--- src/rtl/ps2_hex_entry.sv ---
// PS/2 keyboard hex-entry: pin filtering, frame receive, set-2 decode into a nibble entry register.
// Optional backspace (make 0x66) support when PS2_HEX_BACKSPACE_EN is defined.
module ps2_hex_entry #(
  parameter int DIGITS         = 8,
  parameter int FILTER_LEN     = 2,
  parameter int TIMEOUT_CYCLES = 50000
) (
  input  logic                         i_clk100mhz,
  input  logic                         i_rst_n,
  input  logic                         i_ps2_clk,
  input  logic                         i_ps2_dat,
  output logic [4*DIGITS-1:0]          o_entry,
  output logic [$clog2(DIGITS+1)-1:0]  o_digit_count,
  output logic [4*DIGITS-1:0]          o_committed,
  output logic                         o_commit,
  output logic                         o_frame_err,
  output logic                         o_overflow
);
  // state    | meaning
  // S_IDLE   | waiting for a start bit (data low on a clock fall)
  // S_DATA   | shifting 8 data bits, LSB first
  // S_PARITY | capturing the odd-parity bit
  // S_STOP   | checking stop bit and parity, then releasing the byte
  typedef enum logic [1:0] {S_IDLE, S_DATA, S_PARITY, S_STOP} state_t;

  localparam int EW = 4 * DIGITS;
  localparam int CW = $clog2(DIGITS + 1);
  localparam int TW = $clog2(TIMEOUT_CYCLES + 1);
  localparam logic [CW-1:0] FULL_COUNT = CW'(DIGITS);
  localparam logic [TW-1:0] TO_LOAD    = TW'(TIMEOUT_CYCLES - 1);
  localparam logic [3:0]    FLT_LOAD   = 4'(FILTER_LEN - 1);

  logic r_clk_s1, r_clk_s2, r_dat_s1, r_dat_s2;
  logic r_clk_filt, r_fall;
  logic [3:0] r_filt_cnt;

  state_t r_state;
  logic [2:0] r_bit_cnt;
  logic [7:0] r_shift, r_byte;
  logic r_parity, r_byte_valid, r_frame_err;
  logic [TW-1:0] r_to_cnt;

  logic r_ext, r_brk, r_commit, r_overflow;
  logic [EW-1:0] r_entry, r_committed;
  logic [CW-1:0] r_count;
  logic [4:0] w_hex;

  always_ff @(posedge i_clk100mhz or negedge i_rst_n) begin
    if (!i_rst_n) begin
      r_clk_s1 <= 1'b1;
      r_clk_s2 <= 1'b1;
      r_dat_s1 <= 1'b1;
      r_dat_s2 <= 1'b1;
    end else begin
      r_clk_s1 <= i_ps2_clk;
      r_clk_s2 <= r_clk_s1;
      r_dat_s1 <= i_ps2_dat;
      r_dat_s2 <= r_dat_s1;
    end
  end

  // Down-counter reloads whenever the sample matches the accepted level.
  always_ff @(posedge i_clk100mhz or negedge i_rst_n) begin
    if (!i_rst_n) begin
      r_clk_filt <= 1'b1;
      r_filt_cnt <= FLT_LOAD;
      r_fall     <= 1'b0;
    end else begin
      r_fall <= 1'b0;
      if (r_clk_s2 == r_clk_filt) begin
        r_filt_cnt <= FLT_LOAD;
      end else if (r_filt_cnt == 4'd0) begin
        r_clk_filt <= r_clk_s2;
        r_filt_cnt <= FLT_LOAD;
        r_fall     <= ~r_clk_s2;
      end else begin
        r_filt_cnt <= r_filt_cnt - 4'd1;
      end
    end
  end

  always_ff @(posedge i_clk100mhz or negedge i_rst_n) begin
    if (!i_rst_n) begin
      r_state      <= S_IDLE;
      r_bit_cnt    <= 3'd0;
      r_shift      <= 8'd0;
      r_parity     <= 1'b0;
      r_byte       <= 8'd0;
      r_byte_valid <= 1'b0;
      r_frame_err  <= 1'b0;
      r_to_cnt     <= TO_LOAD;
    end else begin
      r_byte_valid <= 1'b0;
      r_frame_err  <= 1'b0;
      if (r_state == S_IDLE || r_fall)
        r_to_cnt <= TO_LOAD;
      else if (r_to_cnt != '0)
        r_to_cnt <= r_to_cnt - 1'b1;

      if (r_state != S_IDLE && !r_fall && r_to_cnt == '0) begin
        r_state     <= S_IDLE;
        r_frame_err <= 1'b1;
      end else if (r_fall) begin
        case (r_state)
          S_IDLE: begin
            if (!r_dat_s2) begin
              r_state   <= S_DATA;
              r_bit_cnt <= 3'd0;
            end
          end
          S_DATA: begin
            r_shift   <= {r_dat_s2, r_shift[7:1]};
            r_bit_cnt <= r_bit_cnt + 3'd1;
            if (r_bit_cnt == 3'd7) r_state <= S_PARITY;
          end
          S_PARITY: begin
            r_parity <= r_dat_s2;
            r_state  <= S_STOP;
          end
          S_STOP: begin
            if (r_dat_s2 && (^{r_shift, r_parity})) begin
              r_byte_valid <= 1'b1;
              r_byte       <= r_shift;
            end else begin
              r_frame_err <= 1'b1;
            end
            r_state <= S_IDLE;
          end
          default: r_state <= S_IDLE;
        endcase
      end
    end
  end

  // {hit, nibble} for set-2 make codes of keys 0..F
  always_comb begin
    w_hex = 5'd0;
    case (r_byte)
      8'h45: w_hex = 5'h10;
      8'h16: w_hex = 5'h11;
      8'h1E: w_hex = 5'h12;
      8'h26: w_hex = 5'h13;
      8'h25: w_hex = 5'h14;
      8'h2E: w_hex = 5'h15;
      8'h36: w_hex = 5'h16;
      8'h3D: w_hex = 5'h17;
      8'h3E: w_hex = 5'h18;
      8'h46: w_hex = 5'h19;
      8'h1C: w_hex = 5'h1A;
      8'h32: w_hex = 5'h1B;
      8'h21: w_hex = 5'h1C;
      8'h23: w_hex = 5'h1D;
      8'h24: w_hex = 5'h1E;
      8'h2B: w_hex = 5'h1F;
      default: w_hex = 5'd0;
    endcase
  end

  always_ff @(posedge i_clk100mhz or negedge i_rst_n) begin
    if (!i_rst_n) begin
      r_ext       <= 1'b0;
      r_brk       <= 1'b0;
      r_entry     <= '0;
      r_count     <= '0;
      r_committed <= '0;
      r_commit    <= 1'b0;
      r_overflow  <= 1'b0;
    end else begin
      r_commit <= 1'b0;
      if (r_byte_valid) begin
        if (r_byte == 8'hE0) begin
          r_ext <= 1'b1;
        end else if (r_byte == 8'hF0) begin
          r_brk <= 1'b1;
        end else begin
          r_ext <= 1'b0;
          r_brk <= 1'b0;
          if (!r_brk) begin
            if (w_hex[4]) begin
              if (r_count < FULL_COUNT) begin
                r_entry <= (r_entry << 4) | EW'(w_hex[3:0]);
                r_count <= r_count + 1'b1;
              end else begin
                r_overflow <= 1'b1;
              end
            end else if (r_byte == 8'h5A) begin
              r_committed <= r_entry;
              r_commit    <= 1'b1;
              r_entry     <= '0;
              r_count     <= '0;
              r_overflow  <= 1'b0;
            end else if (r_byte == 8'h76) begin
              r_entry    <= '0;
              r_count    <= '0;
              r_overflow <= 1'b0;
            end
`ifdef PS2_HEX_BACKSPACE_EN
            else if (r_byte == 8'h66 && r_count != '0) begin
              r_entry    <= r_entry >> 4;
              r_count    <= r_count - 1'b1;
              r_overflow <= 1'b0;
            end
`endif
          end
        end
      end
    end
  end

  assign o_entry       = r_entry;
  assign o_digit_count = r_count;
  assign o_committed   = r_committed;
  assign o_commit      = r_commit;
  assign o_frame_err   = r_frame_err;
  assign o_overflow    = r_overflow;

endmodule
--- config.mk ---
export PLATFORM = sky130hd
export DESIGN_NAME = ps2_hex_entry
export DESIGN_NICKNAME = d
export VERILOG_FILES = /design/src/rtl/ps2_hex_entry.sv
export SDC_FILE = /design/constraint.sdc
export NUM_CORES = 1
export LEC_CHECK = 0
export CAP_MARGIN = 20
export CORE_MARGIN = 2
export CORE_UTILIZATION = 35
export CTS_CLUSTER_DIAMETER = 200
export DETAILED_ROUTE_END_ITERATION = 8
export PLACE_DENSITY = 0.66
export SETUP_SLACK_MARGIN = 0.3
export SLEW_MARGIN = 10
export SYNTH_ARGS = -nofsm -noshare
export SYNTH_HDL_FRONTEND = slang
export SYNTH_SLANG_ARGS = --single-unit
--- constraint.sdc ---
create_clock -name i_clk100mhz -period 1.7 [get_ports i_clk100mhz]
set_input_delay 0.255 -clock i_clk100mhz [delete_from_list [all_inputs] [get_ports i_clk100mhz]]
set_output_delay 0.255 -clock i_clk100mhz [all_outputs]
set_load 0.005 [all_outputs]
**After elaboration in Yosys (flattened, before gate mapping)**

Cells that the tools add are included.

- $add $sub $neg: 4
- Magnitude comparators: 1
- Equal/unequal tests: 30
- Muxes and demuxes: 41
- Bitwise logic cells: 8
- Reduce and logical (&&, ||, !) cells: 25

Operators by type and width:

| kind | number |
|---|---|
| 2-to-1 mux 32 bit | 4 |
| equality test 8 x 6 -> 1 bit, second input constant | 11 |
| one-hot mux 5 bit (16 select lines) | 1 |
| equality test 8 x 7 -> 1 bit, second input constant | 4 |
| 2-to-1 mux 16 bit | 2 |
| bitwise OR 32 x 4 -> 32 bit | 1 |
| equality test 8 x 5 -> 1 bit, second input constant | 3 |
| 2-to-1 mux 4 bit | 6 |
| 2-to-1 mux 1 bit | 21 |
| AND reduction 6 bit | 3 |
| equality test 8 bit, second input constant | 2 |
| zero test 16 bit | 1 |
| nonzero test 16 bit | 1 |
| subtractor 16 x 1 -> 16 bit, second input constant | 1 |
| AND reduction 3 bit | 3 |
| XOR reduction 9 bit | 1 |
| 2-to-1 mux 2 bit | 4 |
| one-hot mux 2 bit (4 select lines) | 1 |
| AND reduction 4 bit | 2 |
| nonzero test 2 bit | 4 |
| NOT 1 bit | 7 |
| one-hot mux 3 bit (2 select lines) | 1 |
| adder 4 x 1 -> 4 bit, second input constant | 1 |
| equality test 2 bit, second input constant | 2 |
| 18 further kinds | 22 |

- Register bits after elaboration: 121
- Input port bits: 4

**Depth between registers and ports, before layout**

Gate-level depths: netlist of run 1.

- Depth after elaboration: 7
- Gate-level depth with buffers: 10
- Gate-level depth less buffers: 7

**Worst setup path before layout of run 1**

No wires, ideal clock.

- Kind: reg2reg
- From: register r_byte[0]
- To: register r_count[2], in the netlist o_digit_count[2]
- Setup time: 0.126 ns
- Arrival: 1.769 ns
- Required time: 1.574 ns
- Path slack: -0.196 ns
- Cell stages (with the launch flop): 9
- Cells stage by stage: dfrtp_1 > buf_2 > and3b_1 > o211ai_1 > o221ai_2 > o31ai_4 > buf_6 > nor3b_1 > a311o_1

- Longest elaborated chain between the ends: 4

RTL lines:

| item | RTL line | RTL |
|---|---|---|
| start: declaration | 39 | `logic [7:0] r_shift, r_byte;` |
| start signal: assignment | 123 | `r_byte <= r_shift;` |
| equality test 8 x 6 -> 1 bit, or another cell as far along | 138 | `case (r_byte)` |
| one-hot mux 5 bit (16 select lines) | 138 |  |
| inequality test 2 x 1 -> 1 bit (no line) / nonzero test 3 bit (equally long branches) | n/a |  |
| AND reduction 6 bit (no line) | n/a |  |
| end signal: assignment | 182 | `r_count <= r_count + 1'b1;` |
| end: declaration | 45 | `logic [CW-1:0] r_count;` |

Parallel ways exist; a longest one is shown, timed or not.
A chain may end at the register's enable or synchronous reset.

**Final worst setup path of run 1**

- From: register r_byte[0]
- To: register r_entry[30], in the netlist o_entry[30]

- Longest elaborated chain between the ends: 4

RTL lines:

| item | RTL line | RTL |
|---|---|---|
| equality test 8 x 6 -> 1 bit, or another cell as far along | 138 |  |
| one-hot mux 5 bit (16 select lines) | 138 |  |
| inequality test 2 x 1 -> 1 bit (no line) / nonzero test 3 bit (equally long branches) | n/a |  |
| AND reduction 6 bit (no line) | n/a |  |
| end signal: assignment | 181 | `r_entry <= (r_entry << 4) \| EW'(w_hex[3:0]);` |
| end: declaration | 44 | `logic [EW-1:0] r_entry, r_committed;` |

Parallel ways exist; a longest one is shown, timed or not.

==> results of run 1 <==
-- flip-flops by register name, summed over array words and instances, names as in the netlist, 2 cells and up --
name	count
r_filt_cnt	4
r_to_cnt	16
o_digit_count	4
o_committed	32
o_entry	32
r_byte	8
r_bit_cnt	3
r_shift	8
r_state	2
-- worst reg2reg max path, cell delays in order, from the launching register on --
cell	delay [ps]
dfrtp_2	440
buf_4	150
nor4bb_1	120
a31oi_1	300
o32ai_4	170
o31ai_4	230
buf_6	170
buf_12	150
clkbuf_16	160
nand3_2	50
o21ai_1	100
-- power groups by stage --
| stage | Combinational (W) | Sequential (W) | Clock (W) |
|---|---|---|---|
| 6_report | 0.00128 | 0.00323 | 0.00389 |
| 5_1_grt | 0.00141 | 0.00325 | 0.00410 |
| 4_1_cts | 0.00124 | 0.00322 | 0.00395 |
| 3_5_place_dp | 0.00107 | 0.00327 | 0 |
| 3_3_place_gp | 0.00101 | 0.00325 | 0 |
| 2_1_floorplan | 0.000682 | 0.00327 | 0 |
-- what timing repair did --
action                     CTS  global route
hold buffers                 1             0
cloned                       1             1
hold endpoints to repair    17             0
pin swaps                   31            29
gates resized for setup    147           103
setup endpoints to repair  180           109
setup buffers               62             8
-- layer usage --
layer  share of wire [%]  vias to the layer above  wire (µm)
met5                   0                        -          0
li1                    -                     2214          -
met2                  51                      134       7670
met4                 2.4                        0        355
met3                 4.6                       26        694
met1                  42                     2416       6310
-- final cells by class --
class                           instances  area [µm²]  area share [%]
Sequential cell                       121        3060            34.7
Multi-Input combinational cell        326        2650            30.2
Timing Repair Buffer                  224        2040            23.2
Clock buffer                           19         453            5.15
Tap cell                              188         235            2.67
Clock inverter                         13         190            2.16
Inverter                               45         169            1.92
-- cells in the mapped netlist, types with 5 or more instances --
cell / n
mux2_2: 21
nand2b_1: 5
nand2_1: 56
nor2b_1: 5
nor2_1: 26
o21ai_0: 47
clkbuf_1: 8
inv_1: 45
xnor2_1: 11
buf_4: 5
nor3b_1: 5
nand3_1: 38
ha_1: 10
dfrtp_1: 106
a21oi_1: 7
o21ai_1: 22
xor2_1: 10
buf_2: 10
dfstp_2: 15
-- metrics by stage --
step                      total power, W  instance area [µm²]  cells
after floorplan                  0.00395                 5540    517
after global placement           0.00426                 6990    831
after detailed placement         0.00434                 6990    831
after CTS                        0.00841                 8360    927
after global routing             0.00876                 8790    936
final                            0.00840                 8790    936
-- cells by family after synthesis --
logic type	Yosys count
compound gates	101
xor+xnor	22
fa+ha+maj	10
buf+inv	70
flops	121
mux	25
simple gates	168
-- worst max path at each step --
stage	from	end	slack, ps	cells after the start
global route	r_byte[3]$_DFFE_PN0P_	o_entry[30]$_DFFE_PN0P_	-480	10
CTS	r_byte[3]$_DFFE_PN0P_	o_entry[21]$_DFFE_PN0P_	-350	9
global placement	r_byte[5]$_DFFE_PN0P_	o_entry[3]$_DFFE_PN0P_	-360	7
finish	r_byte[0]$_DFFE_PN0P_	o_entry[30]$_DFFE_PN0P_	-400	10
detailed placement	r_byte[5]$_DFFE_PN0P_	o_digit_count[2]$_DFFE_PN0P_	-470	7
floorplan	r_byte[3]$_DFFE_PN0P_	o_digit_count[2]$_DFFE_PN0P_	-170	8
-- cells in the final DEF (no fill, tap or decap), drive strengths merged, types with 3 or more instances in the layout --
master       Yosys  routed
and2             4       4
mux2            24      24
dlygate4sd2      0      68
nor4b            3       3
bufinv           0       4
xor2            10      10
dfrtp          106     106
nand2b           5       5
nand3           38      38
nor4             4       4
dfstp           15      15
clkinv           0       5
nor3b            5       5
ha              10      10
or3              3       3
o21ai           69      69
nand4b           3       3
nor2            27      27
nor2b            5       5
nand2           56      56
inv             45      48
xnor2           11      11
o211ai           3       3
clkbuf           8      20
buf             17     150
a211oi           3       3
nand3b           4       4
a21oi            7       7
==> summary.txt, run 1 <==
setup ws final: -400 ps
fin. max-slew vios: 0
r2r worst-path depth: 10
critical path's slowest cell: dfrtp_2
post-layout util: 57.9%
Switching Share: 25.3%
ys async rst share: 100%
TritonRoute pass-1 iters: 5
largest cells by area after synthesis: dfrtp_1 (49%), dfstp_2 (7.2%), mux2_2 (4.3%)
Area Growth Syn to Fin: 61.8%
Diodes inserted: 0
largest net degree at the start of global routing: 53
fillers: 1201
pre-CTS setup slack: -472 ps
simple-gate area share of the yosys netlist: 15.7%
Synth Flop Type: dfrtp_1
Rel. slew slack: 72.5%
share of layout cells above drive strength 1: 43.4%
number of standard cells after synthesis: 517
hold path endpoint: r_dat_s1$_DFF_PN1_
Setup TNS: -21060 ps
post-synth cell types: 55
P_leak: 4.22 nW
Max Fclk: 0.476 GHz
critical path buffer and inverter count: 4
total clock sinks: 121
most used routing layer: met2
IO buf count: 74
worst hold slack: 243 ps
CP Class: flip-flop to flip-flop
Yosys top cell area share: 48.8%
Congestion Overflow GR: 0
Syn Nets: 531
internal power: 0.00627 W
XOR/XNOR share of the synthesized area: 3.80%
M2 GR Usage: 30.9%
post-synthesis mux area share: 5.16%
yosys warns: 0
RSZ-0062 raised after global routing: yes
delay-heaviest family, CP: compound AO/OA/AOI/OAI gates
core area: 15200 µm²
number of register bits inferred by synthesis: 121
final antenna-violating net count: 0
Die W: 129 µm
vias in the first global route: 4805
area of the die: 16500 µm²
power share of the sequential group: 38.4%
final WL: 15000 µm
met3 usage: 5.36%
depth of the CTS H-tree: 4
Synth Area in Compound Gates: 11.5%
worst-path cell chain: buf_4 -> nor4bb_1 -> a31oi_1 -> o32ai_4 -> o31ai_4 -> buf_6 -> buf_12 -> clkbuf_16 -> nand3_2 -> o21ai_1
biggest area consumer among synthesized cells: dfrtp_1
largest family of logic cells by synthesized area: simple AND/OR/NAND/NOR gates
Synth Cell Area: 5440 µm²
height of the die: 129 µm
status: complete, but fails checks
MaxCap Viol Count: 0
Clk pwr share: 46.3%
Power per Cell Area: 955 nW/µm²
Rows: 45
clock buffer depth: 2
DRC: 0
Skew-Pair Late Insertion Delay: 430 ps
Hold Path Stages: 1
TritonCTS Buffers: 17
Post-Synth Adder-Cell Area: 2.30%
nature of the critical path endpoint: flip-flop
endpoints failing setup: 87
hold_sp: i_ps2_dat
initial core utilization: 35.8%
Vias/cell: 5.12
wire length of the first global-routing pass: 23300 µm
Worst Path Required: 2040 ps
Syn Area/Cell: 10.5 µm²
GPL Wtd Cong: 0.794
Max stage delay on crit path: 440 ps
fin crit share: 124%
initial antenna violation count: 0
Ports: 75
FF-to-FF End: o_entry[30]$_DFFE_PN0P_
GR Util met1: 21.4%
failing checks: setup timing
largest fanout on the critical path: 6
clock root cell: clkbuf_16
CTS tree: built
EDFF count, synth: 0
all-layer global routing usage: 17.9%
Seq/Total Area, Yosys: 56.0%
Hold Fails Final Rpt: 0
worst-margin pin slew: 412 ps
Tmin final: 2100 ps
VDD IR-drop max: 1010 µV
Logic pwr share: 15.2%
worst clock skew: 12.3 ps
routed len/inst: 16.1 µm
Hold/Removal Path Class: input pin to flip-flop
Critical R2R Launch: r_byte[0]$_DFFE_PN0P_
Startpoint Class: flip-flop
crit path DAT: 2440 ps
Post-DP HPWL: 8900 µm
Net Switching: 0.00213 W
1st-iter DRT viols: 230
# nets final: 749
clk slew on worst S/H paths: 60 ps
Via Count: 4790
FF-to-FF setup slack: -400 ps
Power figures use the tool's default switching activity.
==> run 2, diff against run 1 <==
--- a/config.mk
+++ b/config.mk
@@ -7,10 +7,11 @@
 export LEC_CHECK = 0
 export CAP_MARGIN = 20
 export CORE_MARGIN = 2
-export CORE_UTILIZATION = 35
+export CORE_UTILIZATION = 49
 export CTS_CLUSTER_DIAMETER = 200
 export DETAILED_ROUTE_END_ITERATION = 8
-export PLACE_DENSITY = 0.66
+export HOLD_SLACK_MARGIN = 0.05
+export PLACE_DENSITY = 0.84
 export SETUP_SLACK_MARGIN = 0.3
 export SLEW_MARGIN = 10
 export SYNTH_ARGS = -nofsm -noshare
==> run 2 against run 1 <==
Against the previous run:
- the flow still finishes with violations (setup timing)
- utilization up 18 points
- clock power down 2%
- via count up 5.8%
- flip-flop and latch count unchanged
- worst hold slack worse by 98 ps
- sequential power about the same
- combinational power up 6%
- register-to-register slack worse by 30 ps
- first-iteration DRC count rose to 2.6 times the previous value
- cell area down 6.0%
- die area down 28%
- power up 0.12%
==> summary.txt, run 2 (synthesized netlist as in run 1, its figures left out) <==
Skew-Pair Late Insertion Delay: 530 ps
MaxCap Viol Count: 0
nature of the critical path endpoint: flip-flop
critical path's slowest cell: dfrtp_2
GPL Wtd Cong: 0.879
P_leak: 3.89 nW
setup ws final: -426 ps
r2r worst-path depth: 7
final antenna-violating net count: 0
multi-input logic area: 2430 µm²
clk slew on worst S/H paths: 60 ps
Post-DP Area: 6870 µm²
Rel. slew slack: 72.0%
Clk pwr share: 45.5%
# nets final: 750
initial core utilization: 50.2%
Hold Path Stages: 1
most frequent cells in the layout: buf_4 (127), dfrtp_1 (101), nand2_1 (54), inv_1 (41), clkbuf_2 (38)
share of layout cells above drive strength 1: 43.8%
height of the die: 109 µm
worst-margin pin slew: 421 ps
fin crit share: 125%
Vias/cell: 5.70
largest fanout on the critical path: 12
Hold/Removal Path Class: input pin to flip-flop
Levels on crit path: 7
Post-DP HPWL: 8510 µm
worst clock skew: 17.3 ps
leading cell type in the layout, fill and taps excluded: buf_4
clock root cell: clkbuf_8
area of the die: 12000 µm²
Logic pwr share: 16.2%
power share of the sequential group: 38.4%
critical path buffer and inverter count: 2
CP Class: flip-flop to flip-flop
Die W: 109 µm
Via Count: 5067
all-layer global routing usage: 28.0%
Max Fclk: 0.470 GHz
largest net degree at the start of global routing: 60
Ports: 75
Max stage delay on crit path: 480 ps
register area: 3050 µm²
Power per Cell Area: 1020 nW/µm²
fillers: 586
internal power: 0.00618 W
final WL: 17300 µm
VDD IR-drop max: 942 µV
pre-CTS setup slack: -396 ps
TritonCTS Buffers: 17
Tmin final: 2130 ps
total clock sinks: 121
wire length of the first global-routing pass: 25700 µm
TritonRoute pass-1 iters: 6
vias in the first global route: 5246
Switching Share: 26.5%
RSZ-0062 raised after global routing: yes
fin. max-slew vios: 0
endpoints failing setup: 84
Startpoint Class: flip-flop
initial antenna violation count: 0
routed len/inst: 19.5 µm
post-route non-filler standard cell count: 889
worst-path cell chain: and2_1 -> a311o_1 -> nor2_2 -> nand4b_2 -> buf_12 -> buf_4 -> o21ai_0
Rows: 38
Worst Path Required: 2100 ps
Congestion Overflow GR: 0
CTS tree: built
status: complete, but fails checks
Net Switching: 0.00223 W
failing checks: setup timing
depth of the CTS H-tree: 4
DRC: 0
clock buffer depth: 2
Area Growth Syn to Fin: 52.1%
core area: 10800 µm²
FF-to-FF setup slack: -430 ps
Hold Fails Final Rpt: 0
1st-iter DRT viols: 597
Diodes inserted: 0
dpl cells: 773
IO buf count: 74
crit path DAT: 2530 ps
delay-heaviest family, CP: compound AO/OA/AOI/OAI gates
Setup TNS: -25290 ps
Design Area, Final: 8270 µm²
==> run 2: cell types whose count changed in the layout (fill, tap and decap cells not counted), sizes merged <==
cell           previous run  this run
dlygate4sd2              68         0
inv                      48        46
clkbuf                   20        58
clkinv                    5         6
clkinvlp                  1         2
clkdlybuf4s15             2        24
buf                     150       159
==> run 2: cell type report <==
| type | count | share of cell area [%] |
|---|---|---|
| Multi-Input combinational cell | 326 | 29.4 |
| Clock buffer | 19 | 5.22 |
| Timing Repair Buffer | 225 | 21.9 |
| Sequential cell | 121 | 36.9 |
| Tap cell | 140 | 2.12 |
| Clock inverter | 13 | 2.36 |
| Inverter | 45 | 2.04 |
==> run 2: stage by stage <==
| stage | hold slack [ps] | utilization [%] | total power [W] |
|---|---|---|---|
| finish | 145 | 76.3 | 0.00841 |
| global route | 133 | 76.3 | 0.00870 |
| CTS | 127 | 76.0 | 0.00825 |
| detailed placement | 135 | 63.3 | 0.00433 |
| global placement | 132 | 63.3 | 0.00425 |
| floorplan | -40.6 | - | 0.00395 |
==> run 2: worst paths after layout <==
kind / startpoint / end
worst min register to register: r_dat_s1$_DFF_PN1_ / r_dat_s2$_DFF_PN1_
worst max-delay path: r_byte[7]$_DFFE_PN0P_ / o_committed[18]$_DFFE_PN0P_
worst max register to register: r_byte[7]$_DFFE_PN0P_ / o_committed[18]$_DFFE_PN0P_
max in group asynchronous: i_rst_n / r_dat_s1$_DFF_PN1_
min in group asynchronous: i_rst_n / o_commit$_DFF_PN0_
worst min-delay path: i_ps2_dat / r_dat_s1$_DFF_PN1_
==> run 2: power groups by stage <==
stage | logic [W] | clock network, W | registers (W)
4_1_cts | 0.00121 | 0.00381 | 0.00323
5_1_grt | 0.00148 | 0.00398 | 0.00324
3_5_place_dp | 0.00106 | 0 | 0.00327
6_report | 0.00136 | 0.00382 | 0.00323
2_1_floorplan | 0.000682 | 0 | 0.00327
3_3_place_gp | 0.000996 | 0 | 0.00325
==> run 2: timing repair <==
| item | in CTS | in global routing |
|---|---|---|
| endpoints found under the setup margin | 180 | 155 |
| pin swaps | 28 | 19 |
| hold buffers | 1 | 0 |
| resized for setup | 218 | 66 |
| gates cloned | 2 | 1 |
| endpoints found under the hold margin | 106 | 0 |
| setup buffers | 66 | 14 |
==> run 2: layer usage <==
metal  global-route usage [%]  routed length, µm  vias up
met4                     13.5                546        0
li1                         -                  -     2211
met3                     6.82               1280       62
met5                        0                  0        -
met1                     31.1               6550     2502
met2                     50.2               8930      292
